**src/rtl/dpram_fifo_sync_if.sv**
```systemverilog
// Stream/status bundle for dpram_fifo_sync; the producer/consumer side uses master, the FIFO uses slave.
interface dpram_fifo_sync_if #(
  parameter int aw = 4,
  parameter int dw = 8
);
  logic [dw-1:0] din;
  logic          we;
  logic          re;
  logic          clr_err;
  logic [dw-1:0] dout;
  logic          dout_valid;
  logic          full;
  logic          afull;
  logic          empty;
  logic          aempty;
  logic [aw:0]   count;
  logic          overflow;
  logic          underflow;

  modport master (
    output din, we, re, clr_err,
    input  dout, dout_valid, full, afull, empty, aempty, count, overflow, underflow
  );

  modport slave (
    input  din, we, re, clr_err,
    output dout, dout_valid, full, afull, empty, aempty, count, overflow, underflow
  );
endinterface

```
**src/rtl/dpram_fifo_sync.sv**
```systemverilog
// Single-clock FIFO on an inferred dual-port RAM; read latency 1 (DPRAM_FIFO_FWFT_EN: head word prefetched, 2-cycle fill).
// No backpressure: writes while full and reads while empty are dropped and flagged in sticky overflow/underflow.
module dpram_fifo_sync #(
  parameter int aw     = 4,
  parameter int dw     = 8,
  parameter int af_lvl = 2**aw - 2,
  parameter int ae_lvl = 2
) (
  input logic               clk,
  input logic               rst,
  dpram_fifo_sync_if.slave  bus
);
  localparam logic [aw:0] depth = (aw+1)'(2**aw);
  localparam logic [aw:0] af_th = (aw+1)'(af_lvl);
  localparam logic [aw:0] ae_th = (aw+1)'(ae_lvl);

  logic [dw-1:0] mem [2**aw];
  logic [aw-1:0] wr_ptr;
  logic [aw-1:0] rd_ptr;
  logic [aw:0]   count_nxt;
  logic          wr_ok;
  logic          pop;
  logic          ovf_evt;
  logic          udf_evt;

  assign wr_ok   = bus.we && !bus.full;
  assign ovf_evt = bus.we && bus.full;
  assign count_nxt = bus.count + (aw+1)'(wr_ok) - (aw+1)'(pop);

  always_ff @(posedge clk) begin
    if (!rst && wr_ok) mem[wr_ptr] <= bus.din;
  end

`ifdef DPRAM_FIFO_FWFT_EN
  logic [dw-1:0] pf_dat;
  logic          pf_vld;
  logic [aw:0]   mem_cnt;
  logic          out_free;
  logic          fetch;

  assign pop      = bus.re && bus.dout_valid;
  assign udf_evt  = bus.re && !bus.dout_valid;
  assign out_free = !bus.dout_valid || pop;
  // Words still sitting in the RAM: total occupancy minus the two staging registers.
  assign mem_cnt  = bus.count - (aw+1)'(bus.dout_valid) - (aw+1)'(pf_vld);
  assign fetch    = (mem_cnt != '0) && (!pf_vld || out_free);

  always_ff @(posedge clk) begin
    if (rst) begin
      rd_ptr         <= '0;
      pf_dat         <= '0;
      pf_vld         <= 1'b0;
      bus.dout       <= '0;
      bus.dout_valid <= 1'b0;
    end else begin
      if (out_free) begin
        bus.dout_valid <= pf_vld;
        if (pf_vld) bus.dout <= pf_dat;
      end
      if (fetch) begin
        pf_dat <= mem[rd_ptr];
        pf_vld <= 1'b1;
        rd_ptr <= rd_ptr + 1'b1;
      end else if (out_free) begin
        pf_vld <= 1'b0;
      end
    end
  end
`else
  assign pop     = bus.re && !bus.empty;
  assign udf_evt = bus.re && bus.empty;

  always_ff @(posedge clk) begin
    if (rst) begin
      rd_ptr         <= '0;
      bus.dout       <= '0;
      bus.dout_valid <= 1'b0;
    end else begin
      bus.dout_valid <= pop;
      if (pop) begin
        bus.dout <= mem[rd_ptr];
        rd_ptr   <= rd_ptr + 1'b1;
      end
    end
  end
`endif

  always_ff @(posedge clk) begin
    if (rst) begin
      wr_ptr        <= '0;
      bus.count     <= '0;
      bus.full      <= 1'b0;
      bus.afull     <= 1'b0;
      bus.empty     <= 1'b1;
      bus.aempty    <= 1'b1;
      bus.overflow  <= 1'b0;
      bus.underflow <= 1'b0;
    end else begin
      if (wr_ok) wr_ptr <= wr_ptr + 1'b1;
      bus.count  <= count_nxt;
      bus.full   <= (count_nxt == depth);
      bus.afull  <= (count_nxt >= af_th);
      bus.empty  <= (count_nxt == '0);
      bus.aempty <= (count_nxt <= ae_th);
      // A new error wins over a simultaneous clear.
      if (ovf_evt)          bus.overflow <= 1'b1;
      else if (bus.clr_err) bus.overflow <= 1'b0;
      if (udf_evt)          bus.underflow <= 1'b1;
      else if (bus.clr_err) bus.underflow <= 1'b0;
    end
  end
endmodule

```
**src/flat_wrapper.sv**
```systemverilog
// flat-port wrapper written by rule: the top's interface ports become plain ports
module dpram_fifo_sync_flat 
#(
  parameter int aw     = 4,
  parameter int dw     = 8,
  parameter int af_lvl = 2**aw - 2,
  parameter int ae_lvl = 2
)
  (clk, rst, bus_din, bus_we, bus_re, bus_clr_err, bus_dout, bus_dout_valid, bus_full, bus_afull, bus_empty, bus_aempty, bus_count, bus_overflow, bus_underflow);
  dpram_fifo_sync_if #(.aw(aw), .dw(dw)) bus_i ();
  input logic clk;
  input logic rst;
  input wire logic [$bits(bus_i.din)-1:0] bus_din;
  input wire logic [$bits(bus_i.we)-1:0] bus_we;
  input wire logic [$bits(bus_i.re)-1:0] bus_re;
  input wire logic [$bits(bus_i.clr_err)-1:0] bus_clr_err;
  output wire logic [$bits(bus_i.dout)-1:0] bus_dout;
  output wire logic [$bits(bus_i.dout_valid)-1:0] bus_dout_valid;
  output wire logic [$bits(bus_i.full)-1:0] bus_full;
  output wire logic [$bits(bus_i.afull)-1:0] bus_afull;
  output wire logic [$bits(bus_i.empty)-1:0] bus_empty;
  output wire logic [$bits(bus_i.aempty)-1:0] bus_aempty;
  output wire logic [$bits(bus_i.count)-1:0] bus_count;
  output wire logic [$bits(bus_i.overflow)-1:0] bus_overflow;
  output wire logic [$bits(bus_i.underflow)-1:0] bus_underflow;
  assign bus_i.din = bus_din;
  assign bus_i.we = bus_we;
  assign bus_i.re = bus_re;
  assign bus_i.clr_err = bus_clr_err;
  assign bus_dout = bus_i.dout;
  assign bus_dout_valid = bus_i.dout_valid;
  assign bus_full = bus_i.full;
  assign bus_afull = bus_i.afull;
  assign bus_empty = bus_i.empty;
  assign bus_aempty = bus_i.aempty;
  assign bus_count = bus_i.count;
  assign bus_overflow = bus_i.overflow;
  assign bus_underflow = bus_i.underflow;
  dpram_fifo_sync #(.aw(aw), .dw(dw), .af_lvl(af_lvl), .ae_lvl(ae_lvl)) u_core (.clk(clk), .rst(rst), .bus(bus_i));
endmodule
```
**config.mk**
```make
export PLATFORM = sky130hd
export DESIGN_NAME = dpram_fifo_sync_flat
export DESIGN_NICKNAME = d
export VERILOG_FILES = /design/src/rtl/dpram_fifo_sync_if.sv /design/src/rtl/dpram_fifo_sync.sv /design/src/flat_wrapper.sv
export SDC_FILE = /design/constraint.sdc
export NUM_CORES = 1
export LEC_CHECK = 0
export CAP_MARGIN = 20
export CORE_UTILIZATION = 51
export CTS_CLUSTER_DIAMETER = 80
export CTS_CLUSTER_SIZE = 8
export DETAILED_ROUTE_END_ITERATION = 12
export PLACE_DENSITY_LB_ADDON = 0.05
export RECOVER_POWER = 25
export SYNTH_ARGS = -nofsm -noshare
export SYNTH_HDL_FRONTEND = slang
export SYNTH_SLANG_ARGS = --single-unit
export TNS_END_PERCENT = 1
```
**constraint.sdc**
```tcl
create_clock -name clk -period 4.45 [get_ports clk]
set_input_delay 1.335 -clock clk [delete_from_list [all_inputs] [get_ports clk]]
set_output_delay 1.335 -clock clk [all_outputs]
set_load 0.02 [all_outputs]
```
==> results by group <==
Outcome
  • Status: finished with violations
  • Failing checks: design-rule violations

Die
  • I/O pins: 33
  • Die Wd: 112 um
  • Die Span Y: 112 um
  • Initial Util: 53.3%
  • Core area: 11600 um^2
  • Full die area: 12600 um^2
  • Site Rows: 39

Power
  • Switching share of power: 25.2%
  • Logic pwr share: 17.0%
  • Leak pwr: 2.45 nW
  • P_int: 0.00282 W
  • Max VDD drop: 0.473 mV
  • Switching pwr: 0.000951 W
  • Pwr Density: 517 nW/um^2
  • Register share of total power: 45.7%
  • Clock share of power: 37.3%

Flow run
  • # Max-Cap Violations: 0

Route
  • Routed Antenna Nets: 0
  • DRC Markers: 3
  • Via count: 3349
  • DR iter-0 viols: 251
  • Number of vias per cell: 5.52
  • DRT Wirelength: 12.0 mm
  • First-pass DRT Iterations: 8
  • Drt wl/cell: 19.8 um

Clock network
  • Post-CTS Hold Buffers: 0
  • CTS max path bufs: 2
  • Clock Latency Late Sink: 420 ps
  • H-tree depth: 4
  • Post-CTS resize count: 0
  • CTS Sinks: 156
  • Clk root buf: clkbuf_16
  • Setup Buffers After CTS: 0
  • Reg clk slew, reported paths: 60 ps
  • CTS tree: yes
  • CTS buffer count: 17

Yosys
  • Synth Warn #: 0
  • Top area cells in the synthesized netlist: edfxtp_1 62%, mux2i_1 10%, dfxtp_1 9.1%
  • Post-synth ARST share: 0%
  • Post-synth EDFFs: 128
  • Main synth FF type: edfxtp_1
  • Synth area leader: edfxtp_1
  • Syn_nets: 426
  • Post-synthesis average cell area: 15.4 um^2
  • Top-area cell type share of the netlist area: 62.1%
  • Synthesized area: 6190 um^2
  • FF+latch count, synth: 156
  • Seq/Total Area, Yosys: 71.1%
  • Post-synthesis cell count: 402
  • Distinct cells, synth: 36

STA
  • Final setup vio count: 0
  • Final Hold Vio Count: 0
  • Total negative slack: 0 ps
  • Final hold slack: 493 ps
  • Worst slew margin: 39.5%
  • Max-slew violation count: 0
  • Clock period minus worst slack: 3580 ps
  • Final WS setup: 868 ps
  • Fmax: 279 MHz
  • RSZ-0062 raised after global routing: false
  • Final Cycle Share: 80.5%
  • Clock skew: 8.72 ps
  • Worst Max-Slew Pin Slew: 907 ps

Min path
  • Hold Crit Class: reg -> reg
  • WHS Path Cells: 2

Setup path
  • CP required: 4790 ps
  • CP endpoint kind: flop
  • Worst Path Arrival: 3920 ps
  • R2R cell count: 9
  • Startpoint Class: primary input
  • Max Fanout on Critical Path: 4
  • CP Class: in -> reg

Layout
  • Fin area: 7290 um^2
  • Nets: 476
  • # diodes: 0
  • Area Growth Syn to Fin: 17.8%
  • Share of layout cells above drive strength 1: 10.3%
  • Final Core Density: 62.8%

Place
  • # port buffers: 32
  • Placed Area: 6720 um^2
  • Dpl ws: 461 ps
  • RePlAce Congestion: 0.746
  • Post-DP HPWL: 7.67 mm

Global route
  • Gr ovfl total: 0
  • Antenna violations before repair: 0
  • First-pass GRT wire length: 18.9 mm
  • GRT Total Usage: 20.9%
  • Largest net degree at the start of global routing: 52
  • Vias in the first global route: 3404
==> final timing paths <==
check	to	slack [ps]	start
min reg2reg	u_core.bus.dout[5]$_SDFFE_PP0P_	490	u_core.bus.dout[5]$_SDFFE_PP0P_
max	u_core.bus.full$_SDFF_PP0_	870	bus_re
min	u_core.bus.dout[5]$_SDFFE_PP0P_	490	u_core.bus.dout[5]$_SDFFE_PP0P_
max reg2reg	u_core.bus.full$_SDFF_PP0_	1930	u_core.bus.empty$_SDFF_PP1_
==> layout make-up <==
type | instances | area (um^2)
flip-flops and latches | 156 | 4410
repair buffers | 50 | 452
clock buffers | 17 | 425
inverters | 10 | 37.5
well taps | 143 | 179
clock inverters | 14 | 151
fillers | 869 | 4320
multi-input cells | 217 | 1640
==> layer usage <==
layer | share of wire [%] | up-vias | GRT usage, %
li1 | - | 1619 | -
met1 | 46 | 1652 | 28.1
met2 | 48 | 63 | 33.1
met3 | 3.9 | 15 | 4.81
met4 | 1.5 | 0 | 8.62
met5 | 0 | - | 0
==> flip-flops by register name (all words and copies together), names as in the netlist <==
name and flops:
u_core.mem 128, u_core.bus.dout 8, u_core.bus.count 5, u_core.rd_ptr 4, u_core.wr_ptr 4, u_core.bus.aempty 1, u_core.bus.afull 1, u_core.bus.dout_valid 1
u_core.bus.empty 1, u_core.bus.full 1, u_core.bus.overflow 1, u_core.bus.underflow 1
==> power by group through the flow <==
stage | Clock (W) | Sequential (W) | Combinational, W
after global routing | 0.00149 | 0.00173 | 0.000704
after CTS | 0.00143 | 0.00173 | 0.000648
after global placement | 0 | 0.00176 | 0.000634
after floorplan | 0 | 0.00178 | 0.000394
final | 0.00141 | 0.00172 | 0.000640
after detailed placement | 0 | 0.00176 | 0.000639
==> cell usage after synthesis, drive strengths merged, types with 2 or more instances <==
cell type	instances
a21o	2
a21oi	10
a221oi	8
a22oi	24
and2	4
buf	13
clkbuf	6
dfxtp	28
edfxtp	128
ha	10
inv	10
mux2i	64
nand2	22
nand3	9
nor2	32
nor2b	6
xnor2	6
xor2	4
==> placed cells by master (no fill, tap or decap), types with 8 or more instances in the layout <==
cell type,instances
edfxtp_1,128
mux2i_1,64
nor2_1,32
dfxtp_1,27
clkdlybuf4s50_1,26
a22oi_1,24
nand2_1,22
clkbuf_16,17
buf_4,17
inv_1,10
a21oi_1,10
ha_1,10
nand3_1,9
a221oi_1,8
==> critical path: stages <==
cell and delay [ps]:
clkdlybuf4s50_1 450, nor2b_1 170, ha_1 270, inv_1 40, ha_1 210, fa_1 400, a21o_1 170, a21oi_1 260
mux2i_1 400, nor3b_1 210
==> per-stage QoR <==
step                instances  total power (W)
detailed placement        576          0.00240
global route              607          0.00393
CTS                       607          0.00380
global placement          576          0.00239
finish                    607          0.00377
floorplan                 402          0.00218
==> kinds of logic after synthesis <==
kind of cell / count (synthesis) / synth area share, %
and+or+nand+nor: 82 / 6.10
DFF: 156 / 71.1
xor gates and xnor gates: 10 / 1.41
buffers and inverters: 29 / 2.38
adders and majority gates: 11 / 2.34
muxes: 65 / 10.7
AOI/OAI and AO/OA: 49 / 5.90
No activity file was read; power rests on OpenSTA's default activity.
==> RTL change 1, RTL diff (config.mk and constraints unchanged) <==
`aw` is set to 4 in 3 places; all go to 5.
--- a/src/rtl/dpram_fifo_sync_if.sv
+++ b/src/rtl/dpram_fifo_sync_if.sv
@@ -1,6 +1,6 @@
 // Stream/status bundle for dpram_fifo_sync; the producer/consumer side uses master, the FIFO uses slave.
 interface dpram_fifo_sync_if #(
-  parameter int aw = 4,
+  parameter int aw = 5,
   parameter int dw = 8
 );
   logic [dw-1:0] din;
--- a/src/rtl/dpram_fifo_sync.sv
+++ b/src/rtl/dpram_fifo_sync.sv
@@ -1,7 +1,7 @@
 // Single-clock FIFO on an inferred dual-port RAM; read latency 1 (DPRAM_FIFO_FWFT_EN: head word prefetched, 2-cycle fill).
 // No backpressure: writes while full and reads while empty are dropped and flagged in sticky overflow/underflow.
 module dpram_fifo_sync #(
-  parameter int aw     = 4,
+  parameter int aw     = 5,
   parameter int dw     = 8,
   parameter int af_lvl = 2**aw - 2,
   parameter int ae_lvl = 2
--- a/src/flat_wrapper.sv
+++ b/src/flat_wrapper.sv
@@ -1,7 +1,7 @@
 // flat-port wrapper written by rule: the top's interface ports become plain ports
 module dpram_fifo_sync_flat 
 #(
-  parameter int aw     = 4,
+  parameter int aw     = 5,
   parameter int dw     = 8,
   parameter int af_lvl = 2**aw - 2,
   parameter int ae_lvl = 2
Ports: changed (resized bus_count); port bits go from 33 to 34. The function was not compared with the original's and may differ.
==> RTL change 1 against the original RTL <==
The run ends with max-capacitance violations, max-slew violations left. Final area increased by 82%. Register-to-register slack got worse by 0.25 ns. Area after synthesis increased by 82%. Sequential cell count increased by 131. Clock skew increased by 0.0069 ns. Total power increased by 80%. Setup slack improved by 0.025 ns. Wire length increased by 95%. Combinational power increased by 34%. Critical endpoint is now u_core.bus.afull. Largest cell class unchanged. Highest routed layer is now met5.
==> RTL change 1: results (changes against the original RTL) <==
{
  "power_and_ir_drop": {
    "worst_ir_drop_vdd": {"value": 0.268, "unit": "mV", "change": "-43%"},
    "power.leakage": {"value": 4.27, "unit": "nW", "change": "+74%"},
    "p_sw_share": {"value": 23.3, "unit": "%", "change": "-1.9 points"}
  },
  "critical_path": {
    "r2r_setup_slack": {"value": 1.68, "unit": "ns", "change": "-0.25 ns"},
    "reg2regPathDepth": {"value": 6, "change": "-3"},
    "worst-path-max-fanout": {"value": 3, "change": "-1"},
    "arr_time_crit_path": {"value": 3.98, "unit": "ns", "change": "+0.06 ns"}
  },
  "detailed_routing": {
    "highest-signal-layer": "met5",
    "wirelength_met1": {"value": 10400, "unit": "um", "change": "+88%"},
    "detail_route.wirelength": {"value": 23500, "unit": "um", "change": "+95%"},
    "vias": {"value": 5842, "change": "+74%"},
    "first_pass_iters": {"value": 4, "change": "-4"},
    "initialDrtViolationCount": {"value": 435, "change": "+73%"},
    "dr_wl_met2": {"value": 11200, "unit": "um", "change": "+92%"},
    "met3RoutedLength": {"value": 1310, "unit": "um", "change": "+180%"}
  },
  "layout": {
    "number_of_filler_instances_in_the_final_layout": {"value": 1618, "change": "+86%"},
    "reg.largest.list": "u_core.mem (256), u_core.bus.dout (8), u_core.bus.count (6)",
    "final_nets": {"value": 724, "change": "+52%"}
  },
  "global_route": {
    "grt_first_pass_wirelength": {"value": 35600, "unit": "um", "change": "+88%"},
    "grt_max_degree": {"value": 45, "change": "-13%"},
    "grt.total_usage": {"value": 21.9, "unit": "%", "change": "+0.99 points"}
  },
  "outcome": {
    "violations": "max-capacitance violations, max-slew violations",
    "outcome": "complete, but fails checks"
  },
  "placement": {
    "gpl.final_weighted_congestion": {"value": 0.800, "change": "+7.2%"},
    "placed_cells_incl_taps": {"value": 935, "change": "+62%"},
    "post_dp_hpwl": {"value": 14500, "unit": "um", "change": "+89%"}
  },
  "timing": {
    "timing_max_transition_violations_final": {"value": 66, "change": "+66"},
    "fin_skew": {"value": 0.0156, "unit": "ns", "change": "+0.00690 ns"},
    "slew-limit-headroom": {"value": -4.11, "unit": "%", "change": "-44 points"}
  },
  "job": {
    "max_cap_viol_count": {"value": 3, "change": "+3"}
  },
  "yosys": {
    "synth_mux_area_share": {"value": 12.6, "unit": "%", "change": "+1.9 points"},
    "yosysSeqAreaShare": {"value": 73.5, "unit": "%", "change": "+2.4 points"},
    "ys_top_cells_by_count": "edfxtp_1 (256), nor2_1 (53), mux4_2 (47), mux2i_1 (32), dfxtp_1 (31)",
    "synth_xor_xnor_area_share": {"value": 0.930, "unit": "%", "change": "-0.48 points"},
    "post_synth_num_cell_types": {"value": 45, "change": "+25%"}
  },
  "clock_tree": {
    "clock_insertion_delay_worst_skew": {"value": 0.51, "unit": "ns", "change": "+0.09 ns"}
  }
}
## RTL change 1: changes by cell type in the layout (fill, tap and decap cells not counted), moves of 15 or more
cell	change
buf_4	+18
mux4_2	+46
clkbuf_16	+26
mux2i_1	-32
o22ai_1	+15
clkbuf_1	+37
nor2_1	+21
edfxtp_1	+128
## RTL change 1: power by group through the flow
stage	clock network, mW	logic, mW	registers [mW]
finish	2.84	0.859	3.09
global route	3.00	0.936	3.09
CTS	2.88	0.868	3.09
detailed placement	0	0.864	3.13
global placement	0	0.855	3.13
floorplan	0	0.592	3.14
## RTL change 1: worst paths after layout
| path | start | to |
|---|---|---|
| setup / recovery | bus_re | u_core.bus.afull |
| hold / removal | u_core.bus.dout[0] | u_core.bus.dout[0] |
| setup reg to reg | u_core.rd_ptr[0] | u_core.bus.dout[0] |
| hold reg to reg | u_core.bus.dout[0] | u_core.bus.dout[0] |
## RTL change 1: final cells by class
cell class	count	area (um2)	share of cell area, %
Clock buffer	74	1190	9.00
Clock inverter	1	8.76	0.0661
Inverter	12	45.0	0.340
Multi-Input combinational cell	281	2710	20.5
Sequential cell	287	8310	62.7
Tap cell	280	350	2.64
Timing Repair Buffer	76	631	4.76
## RTL change 1: layer usage
| metal | global-route usage (%) | up-vias |
|---|---|---|
| li1 | - | 2634 |
| met5 | 0 | - |
| met1 | 31.6 | 2967 |
| met3 | 3.61 | 43 |
| met4 | 7.40 | 2 |
| met2 | 34.0 | 196 |
## RTL change 1: cell families after synthesis
| family | count (synthesis) |
|---|---|
| AO/OA/AOI/OAI | 74 |
| flip-flops | 287 |
| AND/OR/NAND/NOR | 101 |
| multiplexers | 82 |
| XOR/XNOR | 12 |
| buffers and inverters | 46 |
| adder cells (fa/ha/maj) | 12 |
## RTL change 1: through the flow
step	worst slack, ns	power (mW)	hold WS (ns)	cell area, um2
floorplan	0.601	3.73	0.545	11300
global placement	0.429	3.99	0.465	12100
detailed placement	0.408	4.00	0.468	12100
CTS	0.923	6.84	0.478	13300
global route	0.838	7.03	0.496	13200
finish	0.893	6.78	0.481	13200
## RTL change 1: critical path, delay by kind of cell
kind | cells | cell delay, ns
simple gates | 2 | 0.68
buf+inv | 2 | 0.47
fa+ha+maj | 3 | 0.91
xor+xnor | 1 | 0.11
compound gates | 3 | 0.49
==> RTL change 2, RTL diff (config.mk and constraints unchanged) <==
Made on the original files. Build with the macro `DPRAM_FIFO_FWFT_EN` defined.
--- a/src/rtl/dpram_fifo_sync.sv
+++ b/src/rtl/dpram_fifo_sync.sv
@@ -1,5 +1,7 @@
 // Single-clock FIFO on an inferred dual-port RAM; read latency 1 (DPRAM_FIFO_FWFT_EN: head word prefetched, 2-cycle fill).
 // No backpressure: writes while full and reads while empty are dropped and flagged in sticky overflow/underflow.
+`define DPRAM_FIFO_FWFT_EN
+
 module dpram_fifo_sync #(
   parameter int aw     = 4,
   parameter int dw     = 8,
Formal check against the unedited RTL: not equivalent (a bounded check fails within 4 cycles, from zero or initial values and one cycle with rst high).
==> RTL change 2 against the original RTL <==
Final area grew 5.8%. Global-route usage shrank 0.43 points. Wire length grew 1.7%. Highest routed layer unchanged. Area after synthesis grew 7.0%. Setup slack gained 0.27 ns. Sequential cell count grew 9. Total power grew 20%. Worst hold slack lost 0.0027 ns. Largest power group unchanged.
==> RTL change 2: results (changes against the original RTL) <==
{
  "outcome": {
    "outcome": "finished clean"
  },
  "placement": {
    "gpl.final_weighted_congestion": {"value": 0.730, "change": "-2.1%"},
    "post_dp_hpwl": {"value": 8140, "unit": "um", "change": "+6.1%"},
    "port_buffers": {"value": 32, "change": "unchanged"}
  },
  "layout": {
    "reg.largest.list": "u_core.mem (128), u_core.bus.dout (8), u_core.pf_dat (8)",
    "antenna-diode-count": {"value": 0, "change": "unchanged"},
    "final_nets": {"value": 489, "change": "+2.7%"},
    "post_route_cells_drive_above_1_share": {"value": 17.1, "unit": "%", "change": "+6.8 points"},
    "number_of_filler_instances_in_the_final_layout": {"value": 988, "change": "+14%"}
  },
  "clock_tree": {
    "clk_path_buf_depth": {"value": 2, "change": "unchanged"},
    "clock_insertion_delay_worst_skew": {"value": 0.42, "unit": "ns", "change": "about the same"},
    "cts.clk_slew.worst_paths": {"value": 0.06, "unit": "ns", "change": "about the same"},
    "clock_tree.root_cell": "clkbuf_16"
  },
  "power_and_ir_drop": {
    "worst_ir_drop_vdd": {"value": 0.314, "unit": "mV", "change": "-34%"},
    "power.leakage": {"value": 2.60, "unit": "nW", "change": "+6.4%"}
  },
  "global_route": {
    "grt_antenna_before_repair": {"value": 0, "change": "unchanged"},
    "grt_first_pass_wirelength": {"value": 19300, "unit": "um", "change": "+2.4%"},
    "first_global_vias": {"value": 3490, "change": "+2.5%"},
    "grt_max_degree": {"value": 31, "change": "-40%"},
    "globalRouteOverflowTotal": {"value": 0, "change": "unchanged"},
    "grt.total_usage": {"value": 20.5, "unit": "%", "change": "-0.43 points"}
  },
  "critical_path": {
    "arr_time_crit_path": {"value": 3.64, "unit": "ns", "change": "-0.28 ns"},
    "worst-path-max-fanout": {"value": 5, "change": "+1"}
  },
  "yosys": {
    "synthesis.nets": {"value": 448, "change": "+5.2%"},
    "ys_top_cells_by_count": "edfxtp_1 (128), nor2_1 (53), dfxtp_1 (37), mux4_2 (24), inv_1 (17)",
    "synth.area.top_cells": "edfxtp_1 (58%), dfxtp_1 (11%), mux4_2 (8.2%), nor2_1 (3.0%), ha_1 (2.6%)",
    "post_synth_num_cell_types": {"value": 43, "change": "+19%"},
    "yosysSeqAreaShare": {"value": 69.2, "unit": "%", "change": "-2.0 points"}
  },
  "timing": {
    "transition_time_at_the_pin_with_the_least_slew_margin": {"value": 1.04, "unit": "ns", "change": "+0.135 ns"},
    "min_period": {"value": 3.31, "unit": "ns", "change": "-0.271 ns"},
    "fin_skew": {"value": 0.00719, "unit": "ns", "change": "-0.00153 ns"}
  },
  "detailed_routing": {
    "first_pass_iters": {"value": 4, "change": "-4"},
    "avgViaCountPerCell": {"value": 5.45, "change": "-1.3%"},
    "routed_wire_length_per_instance": {"value": 19.0, "unit": "um", "change": "-4.3%"},
    "initialDrtViolationCount": {"value": 218, "change": "-13%"}
  }
}
[RTL change 2: worst paths after layout]
check / cells past startpoint / end / slack (ns) / startpoint
setup reg to reg: 11 / u_core.pf_dat[6] / 1.54 / u_core.bus.dout_valid
setup / recovery: 12 / u_core.bus.full / 1.14 / bus_re
hold reg to reg: 2 / u_core.bus.dout[1] / 0.49 / u_core.pf_dat[1]
hold / removal: 2 / u_core.bus.dout[1] / 0.49 / u_core.pf_dat[1]
[RTL change 2: cell type report]
class | instances | area, um2 | share of cell area (%)
clock buffer | 17 | 425 | 5.51
clock inverter | 15 | 166 | 2.16
inverter | 17 | 63.8 | 0.827
multi-input combinational | 219 | 1880 | 24.4
sequential | 165 | 4590 | 59.4
tap | 172 | 215 | 2.79
timing repair buffer | 40 | 377 | 4.88
[RTL change 2: power breakdown]
group          switching (mW)  internal (mW)  total, mW
clock                   0.616          0.839       1.46
combinational           0.617          0.542       1.16
sequential              0.143           1.78       1.93
[RTL change 2: kinds of logic (layout without fill, tap and decap cells)]
| logic type | count (synthesis) | count (layout) | synth area share [%] |
|---|---|---|---|
| and+or+nand+nor | 100 | 100 | 7.12 |
| adders and majority gates | 16 | 16 | 3.25 |
| DFF | 165 | 165 | 69.2 |
| buffers and inverters | 35 | 89 | 2.40 |
| xor gates and xnor gates | 11 | 11 | 1.45 |
| AOI/OAI and AO/OA | 48 | 48 | 5.23 |
| muxes | 44 | 44 | 11.4 |
[RTL change 2: critical path: stages]
cell             delay (ns)
clkdlybuf4s50_1        0.47
and2_1                 0.19
ha_1                   0.26
inv_1                  0.06
ha_1                   0.16
inv_1                  0.05
fa_1                   0.39
inv_1                  0.07
a21oi_1                0.06
o21bai_1               0.15
xnor2_1                0.16
nor4b_1                0.27
[RTL change 2: metrics by stage]
step	std cells	setup WS [ns]	area [um2]	power (mW)	hold slack [ns]
after floorplan	419	1.34	6630	2.79	0.461
after global placement	613	0.758	7130	3.11	0.472
after detailed placement	613	0.711	7130	3.13	0.482
after CTS	645	1.15	7720	4.58	0.497
after global routing	645	0.939	7720	4.78	0.519
final	645	1.14	7720	4.54	0.490
[RTL change 2: per-layer routing]
layer  global-route usage [%]  up-vias  share of wire (%)
li1                         -     1679                  -
met5                        0        -                  0
met4                     8.21        0                1.4
met2                     32.1       67                 48
met3                     4.45       13                3.5
met1                     28.0     1754                 47
